--- src/rtl/dadd_out_fifo_if.sv ---
// Consumer-side handshake bundle for dadd_out_fifo: head entry plus valid/ready.
interface dadd_out_fifo_if #(
  parameter int LOC_AWIDTH = 32,
  parameter int LOC_DWIDTH = 32
);
  logic                  out_valid;
  logic                  out_ready;
  logic [LOC_DWIDTH-1:0] out_data;
  logic [LOC_AWIDTH-1:0] out_addr;

  modport master (output out_valid, output out_data, output out_addr, input out_ready);
  modport slave  (input out_valid, input out_data, input out_addr, output out_ready);
endinterface

--- src/rtl/dadd_out_fifo.sv ---
// Output FIFO for the dadd pipeline: buffers (addr, data) pairs, drops and flags on overflow.
// Optional statistics (fifo_level, drop_cnt) are built when DADD_OUT_FIFO_STAT_EN is defined.
module dadd_out_fifo #(
  parameter int LOC_AWIDTH = 32,
  parameter int LOC_DWIDTH = 32,
  parameter int DEPTH_LOG2 = 3
) (
  input  logic                  clk,
  input  logic                  rst_n,
  input  logic                  dadd_out_en,
  input  logic [LOC_DWIDTH-1:0] dadd_out,
  input  logic [LOC_AWIDTH-1:0] dadd_out_addr,
  dadd_out_fifo_if.master       out_if,
  output logic                  fifo_full,
  output logic                  fifo_empty,
  output logic                  ovf_flag,
  input  logic                  ovf_clr
`ifdef DADD_OUT_FIFO_STAT_EN
  ,
  output logic [DEPTH_LOG2:0]   fifo_level,
  output logic [15:0]           drop_cnt
`endif
);

  localparam int DEPTH = 1 << DEPTH_LOG2;
  localparam int EW    = LOC_AWIDTH + LOC_DWIDTH;
  localparam logic [DEPTH_LOG2:0] DEPTH_CNT = (DEPTH_LOG2+1)'(DEPTH);

  logic [EW-1:0]         mem [DEPTH];
  logic [DEPTH_LOG2-1:0] wr_ptr;
  logic [DEPTH_LOG2-1:0] rd_ptr;
  logic [DEPTH_LOG2:0]   count;
  logic                  push;
  logic                  pop;
  logic                  drop;
  logic [EW-1:0]         head;

  assign fifo_full  = (count == DEPTH_CNT);
  assign fifo_empty = (count == '0);
  assign pop        = out_if.out_valid & out_if.out_ready;
  // Popping frees a slot at the same edge, so a full FIFO can still accept.
  assign push       = dadd_out_en & (~fifo_full | pop);
  assign drop       = dadd_out_en & fifo_full & ~pop;

  assign head             = mem[rd_ptr];
  assign out_if.out_valid = ~fifo_empty;
  assign out_if.out_data  = fifo_empty ? '0 : head[LOC_DWIDTH-1:0];
  assign out_if.out_addr  = fifo_empty ? '0 : head[EW-1:LOC_DWIDTH];

  always_ff @(posedge clk) begin
    if (push) begin
      mem[wr_ptr] <= {dadd_out_addr, dadd_out};
    end
  end

  always_ff @(posedge clk or negedge rst_n) begin
    if (!rst_n) begin
      wr_ptr   <= '0;
      rd_ptr   <= '0;
      count    <= '0;
      ovf_flag <= 1'b0;
    end else begin
      if (push) begin
        wr_ptr <= wr_ptr + 1'b1;
      end
      if (pop) begin
        rd_ptr <= rd_ptr + 1'b1;
      end
      case ({push, pop})
        2'b10:   count <= count + 1'b1;
        2'b01:   count <= count - 1'b1;
        default: count <= count;
      endcase
      if (drop) begin
        ovf_flag <= 1'b1;
      end else if (ovf_clr) begin
        ovf_flag <= 1'b0;
      end
    end
  end

`ifdef DADD_OUT_FIFO_STAT_EN
  assign fifo_level = count;

  // A drop in the clearing cycle is the first of the new epoch.
  always_ff @(posedge clk or negedge rst_n) begin
    if (!rst_n) begin
      drop_cnt <= '0;
    end else if (ovf_clr) begin
      drop_cnt <= drop ? 16'd1 : 16'd0;
    end else if (drop && (drop_cnt != 16'hFFFF)) begin
      drop_cnt <= drop_cnt + 16'd1;
    end
  end
`endif

endmodule

--- src/flat_wrapper.sv ---
// flat-port wrapper written by rule: the top's interface ports become plain ports
module dadd_out_fifo_flat 
#(
  parameter int LOC_AWIDTH = 32,
  parameter int LOC_DWIDTH = 32,
  parameter int DEPTH_LOG2 = 3
)
  (clk, rst_n, dadd_out_en, dadd_out, dadd_out_addr, fifo_full, fifo_empty, ovf_flag, ovf_clr, out_if_out_valid, out_if_out_data, out_if_out_addr, out_if_out_ready);
  dadd_out_fifo_if #(.LOC_AWIDTH(LOC_AWIDTH), .LOC_DWIDTH(LOC_DWIDTH)) out_if_i ();
  input  logic clk;
  input  logic rst_n;
  input  logic dadd_out_en;
  input  logic [LOC_DWIDTH-1:0] dadd_out;
  input  logic [LOC_AWIDTH-1:0] dadd_out_addr;
  output logic fifo_full;
  output logic fifo_empty;
  output logic ovf_flag;
  input  logic ovf_clr;
  output wire logic [$bits(out_if_i.out_valid)-1:0] out_if_out_valid;
  output wire logic [$bits(out_if_i.out_data)-1:0] out_if_out_data;
  output wire logic [$bits(out_if_i.out_addr)-1:0] out_if_out_addr;
  input wire logic [$bits(out_if_i.out_ready)-1:0] out_if_out_ready;
  assign out_if_out_valid = out_if_i.out_valid;
  assign out_if_out_data = out_if_i.out_data;
  assign out_if_out_addr = out_if_i.out_addr;
  assign out_if_i.out_ready = out_if_out_ready;
  dadd_out_fifo #(.LOC_AWIDTH(LOC_AWIDTH), .LOC_DWIDTH(LOC_DWIDTH), .DEPTH_LOG2(DEPTH_LOG2)) u_core (.clk(clk), .rst_n(rst_n), .dadd_out_en(dadd_out_en), .dadd_out(dadd_out), .dadd_out_addr(dadd_out_addr), .out_if(out_if_i), .fifo_full(fifo_full), .fifo_empty(fifo_empty), .ovf_flag(ovf_flag), .ovf_clr(ovf_clr));
endmodule
--- config.mk ---
export PLATFORM = sky130hd
export DESIGN_NAME = dadd_out_fifo_flat
export DESIGN_NICKNAME = d
export VERILOG_FILES = /design/src/rtl/dadd_out_fifo_if.sv /design/src/rtl/dadd_out_fifo.sv /design/src/flat_wrapper.sv
export SDC_FILE = /design/constraint.sdc
export NUM_CORES = 1
export LEC_CHECK = 0
export CELL_PAD_IN_SITES_DETAIL_PLACEMENT = 2
export CELL_PAD_IN_SITES_GLOBAL_PLACEMENT = 2
export CORE_AREA = 2 2 175 262
export CTS_BUF_LIST = sky130_fd_sc_hd__clkbuf_16
export DETAILED_ROUTE_END_ITERATION = 10
export DIE_AREA = 0 0 177 264
export PLACE_DENSITY_LB_ADDON = 0.1
export SLEW_MARGIN = 20
export SYNTH_ARGS = -nofsm -noshare
export SYNTH_HDL_FRONTEND = slang
export SYNTH_SLANG_ARGS = --single-unit
--- constraint.sdc ---
create_clock -name clk -period 19.7 [get_ports clk]
set_clock_uncertainty 0.2 [all_clocks]
set_input_delay 2.955 -clock clk [delete_from_list [all_inputs] [get_ports clk]]
set_output_delay 2.955 -clock clk [all_outputs]
set_load 0.02 [all_outputs]
# Word-level counts from Yosys, hierarchy flattened
# Memory sizes are Yosys's and may differ from the RTL's.
# Cells that the tools add are included.
# classes
reduce_logical	3
add_sub_neg	4
n_eq_ne	3
mux	7
bitwise_logic	8
# ops
op	count
$mux 32	2
$pmux 4 s2	1
$add 3x1->3 const B	2
$add 4x1->4 const B	1
$and 1x1->1	4
$eq 4x4->1 const B	1
$logic_not 4->1	1
$mux 1	4
$reduce_bool 2->1	2
$sub 4x1->4 const B	1
$not 1->1	3
$eq 2x1->1 const B	1
$eq 2x2->1 const B	1
$or 1x1->1	1
# word_totals
ram_bits	512
output_inout_bits	68
wordCells	30
reg_bits	11
memories	1
input_bits	69
# mem_list
memory	depth	width	rd	rd_clocked_by_memory_dff	write_ports	line_no	text
u_core.mem	8	64	1	0	1	dadd_out_fifo.sv:29	logic [EW-1:0] mem [DEPTH];

# Depth between registers and ports, before layout
# Gate-level depths: netlist of run 1.
# logic_depth
word_depth	7
mapped_depth	11
ltp_nobuf	9

# Worst setup path before layout of run 1
# Ideal clock, no wire load.
# synth_timing
path_kind	input -> register
start	input out_if_out_ready
end	memory u_core.mem[0][0] in the netlist's numbering (enable)
cell_stages	2
setup_ns	0.644
arrival_time_ns	9.108
path_slack_ns	9.748
path_buffers	0
cell_sequence	o21ai_4 nor4_1
# synth_between
elab_chain_cells	5
# synth_rtl
element	line_no	text
from (decl)	flat_wrapper.sv:22	input wire logic [$bits(out_if_i.out_ready)-1:0] out_if_out_ready;
$and 1x1->1	dadd_out_fifo.sv:40	assign pop = out_if.out_valid & out_if.out_ready;
$or 1x1->1	dadd_out_fifo.sv:42	assign push = dadd_out_en & (~fifo_full | pop);
$and 1x1->1	dadd_out_fifo.sv:42	
$mux 1	dadd_out_fifo.sv:51	if (push) begin
$mux 1 (implied by the code)	dadd_out_fifo.sv:52	mem[wr_ptr] <= {dadd_out_addr, dadd_out};
to (decl)	dadd_out_fifo.sv:29	
# Every way passes these cells.

# Worst setup path after layout of run 1
# layout_timing
start	register u_core.rd_ptr[1]
end	output out_if_out_addr[31]
# layout_between
elab_chain_cells	2
# layout_rtl
element	line_no	text
from (decl)	dadd_out_fifo.sv:31	logic [DEPTH_LOG2-1:0] rd_ptr;
from (signal assigned)	dadd_out_fifo.sv:67	rd_ptr <= rd_ptr + 1'b1;
$mem_v2 8x64	n/a	
$mux 32	dadd_out_fifo.sv:48	assign out_if.out_addr = fifo_empty ? '0 : head[EW-1:LOC_DWIDTH];
to (decl)	flat_wrapper.sv:21	output wire logic [$bits(out_if_i.out_addr)-1:0] out_if_out_addr;
# Every way passes these cells.

==> results of run 1 <==
per-layer routing:
| metal | up-vias | global-route usage | share of wire |
|---|---|---|---|
| met2 | 194 | 0.380 | 0.54 |
| met1 | 4974 | 0.269 | 0.40 |
| met4 | 0 | 0.0558 | 0.023 |
| met3 | 66 | 0.0299 | 0.037 |
| li1 | 3850 | - | - |
| met5 | - | 0 | 0 |
logic make-up after synthesis:
| group | after synthesis |
|---|---|
| compound gates | 74 |
| mux | 132 |
| simple gates | 23 |
| xor+xnor | 7 |
| fa+ha+maj | 5 |
| flops | 523 |
| buf+inv | 52 |
critical path, delay by kind of cell, from the launching register on:
| kind | cells | cell delay, ps |
|---|---|---|
| buffers and inverters | 2 | 1530 |
| flip-flops | 1 | 1110 |
| multiplexers | 1 | 430 |
| AO/OA/AOI/OAI | 1 | 270 |
through the flow:
step           cell area, sq um  hold slack (ps)
2_1_floorplan             19800              267
3_5_place_dp              21800              347
4_1_cts                   23300              360
3_3_place_gp              21800              322
5_1_grt                   23300              387
6_report                  23300              359
final timing paths:
kind,startpoint,end,cells past startpoint,slack [ps]
min reg2reg,u_core.rd_ptr[2],u_core.rd_ptr[2],1,360
min,u_core.rd_ptr[2],u_core.rd_ptr[2],1,360
min in group asynchronous,rst_n,u_core.rd_ptr[1],1,2560
max reg2reg,u_core.count[1],u_core.mem[1][12],4,16050
max,u_core.rd_ptr[1],out_if_out_addr[31],4,12560
max in group asynchronous,rst_n,u_core.rd_ptr[0],1,16310
power by group through the flow:
stage | combinational, mW | clock, mW | sequential [mW]
6_report | 1.27 | 0.881 | 1.51
5_1_grt | 1.36 | 0.940 | 1.53
4_1_cts | 1.31 | 0.905 | 1.51
3_5_place_dp | 1.30 | 0 | 1.53
3_3_place_gp | 1.27 | 0 | 1.51
2_1_floorplan | 0.854 | 0 | 1.47
state kept, by name, indices dropped and copies added, names as in the netlist:
name	flops
u_core.count	4
u_core.wr_ptr	3
u_core.mem	512
u_core.ovf_flag	1
u_core.rd_ptr	3
cell usage in the layout (no fill, tap or decap), types with 2 or more instances in the layout:
master / synthesis / routed
edfxtp_1: 512 / 512
clkdlybuf4s50_1: 0 / 136
mux4_2: 128 / 128
a22o_1: 60 / 60
clkbuf_16: 0 / 51
inv_1: 6 / 18
clkinv_2: 0 / 14
buf_4: 0 / 12
dfrtp_1: 11 / 9
clkinv_1: 0 / 7
xnor2_1: 6 / 6
ha_1: 5 / 5
nor2_4: 0 / 4
a22o_2: 4 / 4
mux2_2: 3 / 3
nand2_1: 2 / 2
o211ai_1: 2 / 2
nand2b_1: 2 / 2
nor3_4: 0 / 2
nor3_2: 0 / 2
dfrtp_4: 0 / 2
final cells by class:
cell class	count	area (sq um)	area share
inverters	7	26.3	0.00113
multi-input cells	241	3910	0.168
well taps	582	728	0.0313
diodes	1	2.50	0.000108
clock buffers	51	1280	0.0548
repair buffers	149	1470	0.0632
clock inverters	37	196	0.00844
flip-flops and latches	523	15700	0.673
==> run summary, run 1 <==
DPL Wire Length = 26200 microns
Total track usage = 0.212
Top post-synthesis cells by area = edfxtp_1, mux4_2, a22o_1
Post-Route Utilization = 0.522
Synth async-reset ratio = 0.0210
Residual DRC count = 0
Period utilisation layout = 0.362
Syn-to-layout area delta = 17.5%
PwrDens = 157 nW/um^2
Status = complete, no violations
Clk pwr share = 0.240
First-pass GRT wire length = 71200 microns
Sequential share of the synthesized area = 0.790
Synth cell count leaders = edfxtp_1, mux4_2, a22o_1, buf_2, clkbuf_1
Xor and xnor area share after synthesis = 0.00310
Placer congestion estimate = 0.705
Vias per cell = 5.71
Synth Area in Compound Gates = 0.0329
Largest net degree at the start of global routing = 103
Count leader, synth = edfxtp_1
Fin. Hold Viols = 0
Largest family of logic cells by synthesized area = multiplexers
Worst min-delay path class = flop to flop
Clk sinks = 523
Clk_lat worst skew = 570 ps
Post-route insts no fill = 1591
Synth Flop Type = edfxtp_1
Mapped Avg Cell Area = 24.3 sq um
Number of enable flip-flop cells after synthesis = 512
Setup fix buffers added after clock tree synthesis = 0
Cell internal pwr = 2.49 mW
Port Buffers = 136
Wire per inst = 30.1 microns
ANT nets after route = 0
Syn Nets = 890
Register bit count reported by yosys = 523
Nets = 1046
Root Driver = clkbuf_16
Pre-antenna DRT Iters = 7
Worst relative slew slack = 0.273
Die H = 264 microns
Die area = 46700 sq um
CTS tree = built
CP max FO = 70
Setup TNS = 0 ps
Vias in the first global route = 10600
Crit-path cells = buf_4 -> mux4_2 -> a22o_2 -> clkdlybuf4s50_1
Synthesis Warnings = 0
Layout cells sized above 1 = 0.233
Core area = 44600 sq um
Unrepaired setup endpoints after global routing = false
Total power = 3.66 mW
CTS clk-pin slew, worst paths = 60 ps
Gate power share = 0.348
Worst slew pin tran = 1090 ps
Leading area contributor after synthesis = edfxtp_1
Post-synthesis adder-cell area fraction = 0.00316
Critical path required time = 16550 ps
Cell leakage power = 7.41 nW
Hold_buf cts = 0
Switching pwr = 1.18 mW
Fmax = 0.140 GHz
Row cnt = 95
Initial DRC count = 579
CP max stage delay = 1110 ps
Total grt overflow = 0
Simple-gate portion of the synthesized area = 0.00714
CP Capture Type = primary output
Sequential Power Share = 0.412
Post-synth top area share = 0.776
Boundary Pins = 137
Post-Synthesis Cells = 816
H-tree Lvls = 2
WP data arrival = 3980 ps
Cts repair resizes = 0
Distinct cells, synth = 40
PnR worst setup slack = 12560 ps
Setup-failing EPs final = 0
Worst path slowest cell = dfrtp_4
Die Width = 177 microns
Mapped cell area = 19800 sq um
CTS Buffer Depth = 3
WS Path Type = flop to primary output
Period minus WS final = 7140 ps
CP startpoint kind = flop
Inserted Clock Buffers = 50
Placed insts = 1502
Place WS = 13080 ps
Final wirelength = 47800 microns
Initial Utilization = 0.444
Sw Ratio = 0.321
Max Cap Viol = 0
Vias = 9084
Mux cell area share after synthesis = 0.148
VDD IR max = 0.000234 V
Final slew viol count = 0
Initial antenna violation count = 1
Fillers = 3734
Note: power is estimated with default switching activity, not from simulation.
==> run 2, diff against run 1 <==
Clock period 19.7 ns to 7.4 ns, I/O delays scaled along.
==> run 2 against run 1 <==
Net effect:
- final cell count is 0.13% higher
- count of clock-buffer cells in the layout is 2 lower
- setup slack worse by 10000 ps
- register-to-register slack worse by 12000 ps
- sequential power grew to 2.7 times the previous value
- clock power grew to 2.9 times the previous value
- routed wire length is 3.7% higher
- power grew to 2.8 times the previous value
- first-iteration DRC count is 15% higher
- final area is 1.1% higher
- utilization is 0.58 points higher
- global-route usage is 0.67 points higher
- critical endpoint is now out_if_out_data[30]
==> run summary, run 2 (synthesized netlist as in run 1, its figures left out) <==
Fin. Hold Viols = 0 (unchanged)
Initial DRC count = 667 (+15%)
Biggest regs = u_core.mem: 512 flops, u_core.count: 4 flops
ANT nets after route = 0 (unchanged)
CP max stage delay = 1020 ps (-90 ps)
CP max FO = 43 (-39%)
Clk sinks = 523 (unchanged)
Worst path slowest cell = dfrtp_4
Setup fix buffers added after clock tree synthesis = 0 (unchanged)
Residual DRC count = 0 (unchanged)
CTS clk-pin slew, worst paths = 70 ps (about the same)
Vias per cell = 5.75 (+0.69%)
Port Buffers = 136 (unchanged)
Worst relative slew slack = 0.281 (+0.00833)
Largest net degree at the start of global routing = 65 (-37%)
Place WS = 2920 ps (-10160 ps)
CP delay by family, top = buffers and inverters
Pre-antenna DRT Iters = 5 (-2)
CP Capture Type = primary output
Crit-path cells = buf_4 -> mux4_2 -> a22o_1 -> clkdlybuf4s50_1
Cts repair resizes = 0 (unchanged)
Unrepaired setup endpoints after global routing = false
WS Path Type = flop to primary output
Fmax = 0.200 GHz
CTS tree = built
Total track usage = 0.218 (+0.00668)
CTS Buffer Depth = 3 (unchanged)
VDD IR max = 0.000397 V (+69%)
Final slew viol count = 0 (unchanged)
CP startpoint kind = flop
Inserted Clock Buffers = 49 (-2.0%)
Clk_lat worst skew = 560 ps (about the same)
Syn-to-layout area delta = 18.8%
Row cnt = 95 (unchanged)
Period minus WS final = 4990 ps
Worst min-delay path class = flop to flop
Nets = 1049 (+0.29%)
PnR worst setup slack = 2410 ps (-10150 ps)
H-tree Lvls = 2 (unchanged)
Period utilisation layout = 0.674
Placer congestion estimate = 0.715 (+1.5%)
Layout cells sized above 1 = 0.241 (+0.00821)
Hold_buf cts = 0 (unchanged)
Wire per inst = 31.1 microns (+3.5%)
Placed insts = 1506 (+0.27%)
Initial antenna violation count = 2 (+1)
Core area = 44600 sq um (unchanged)
Reg with most FFs = u_core.mem
Die Width = 177 microns (unchanged)
Initial Utilization = 0.444 (unchanged)
WP data arrival = 3680 ps (-300 ps)
Cell leakage power = 7.49 nW (+1.1%)
Max Cap Viol = 0 (unchanged)
Status = complete, no violations
Die H = 264 microns (unchanged)
CP Buf/Inv Count = 2 (unchanged)
Setup-failing EPs final = 0 (unchanged)
Total grt overflow = 0 (unchanged)
Critical path required time = 6090 ps (-10460 ps)
Boundary Pins = 137 (unchanged)
Setup TNS = 0 ps (unchanged)
Die area = 46700 sq um (unchanged)
Fillers = 3705 (-0.78%)
PwrDens = 428 nW/um^2 (+170%)
DPL Wire Length = 26800 microns (+2.5%)
Most frequent cells in the layout = edfxtp_1, clkdlybuf4s50_1, mux4_2, a22o_1, clkbuf_16
Commonest non-fill, non-tap cell in the layout = edfxtp_1
First-pass GRT wire length = 73800 microns (+3.7%)
Root Driver = clkbuf_16
Final wirelength = 49600 microns (+3.7%)
Max reg flops = 512 (unchanged)
N_diodes = 0 (-1)
Post-route insts no fill = 1593 (+0.13%)
Worst slew pin tran = 1080 ps (-12.5 ps)
Total power = 10.1 mW (+180%)
Vias = 9158 (+0.81%)
Vias in the first global route = 10900 (+3.1%)
run 2: cell types whose count changed in the layout (fill, tap and decap cells not counted), sizes merged:
cell    change
bufinv      +7
inv         -5
buf         +4
clkbuf      -2
clkinv      -1
diode       -1
run 2: final timing paths:
kind / startpoint / end / slack (ps) / cells past startpoint
min reg2reg: u_core.ovf_flag / u_core.ovf_flag / 370 / 2
max in group asynchronous: rst_n / u_core.rd_ptr[1] / 5870 / 1
min: u_core.ovf_flag / u_core.ovf_flag / 370 / 2
max: u_core.rd_ptr[0] / out_if_out_data[30] / 2410 / 4
min in group asynchronous: rst_n / u_core.wr_ptr[0] / 710 / 1
max reg2reg: u_core.count[2] / u_core.count[3] / 3980 / 6
run 2: final cells by class:
class / instances / area, sq um / share of cell area
inverter: 7 / 26.3 / 0.00112
sequential: 523 / 15700 / 0.665
multi-input combinational: 241 / 3910 / 0.166
clock inverter: 38 / 399 / 0.0170
clock buffer: 49 / 1230 / 0.0521
timing repair buffer: 153 / 1580 / 0.0673
tap: 582 / 728 / 0.0309
run 2: tightest hold or removal path, delay by kind of cell, from the launching register on:
kind | cells | cell delay (ps)
flip-flops | 1 | 390
buffers and inverters | 1 | 60
AO/OA/AOI/OAI | 1 | 80
run 2: power breakdown:
group | internal [mW] | leakage (nW) | total, mW | switching (mW)
logic | 1.65 | 1.89 | 3.48 | 1.83
registers | 3.74 | 4.78 | 4.01 | 0.277
clock network | 1.49 | 0.821 | 2.59 | 1.10
run 2: metrics by stage:
step | cell area [sq um] | utilization | hold slack [ps]
2_1_floorplan | 19800 | - | 267
3_3_place_gp | 21800 | 0.489 | 325
3_5_place_dp | 21900 | 0.491 | 369
4_1_cts | 23500 | 0.528 | 381
5_1_grt | 23500 | 0.528 | 400
6_report | 23500 | 0.528 | 366
run 2: per-layer routing:
metal,track usage,part of all wire,wire [microns],up-vias
li1,-,-,-,3846
met1,0.269,0.39,19300,5018
met2,0.400,0.55,27300,216
met3,0.0344,0.040,1960,74
met4,0.0529,0.021,1050,4
met5,0,0.00046,23,-
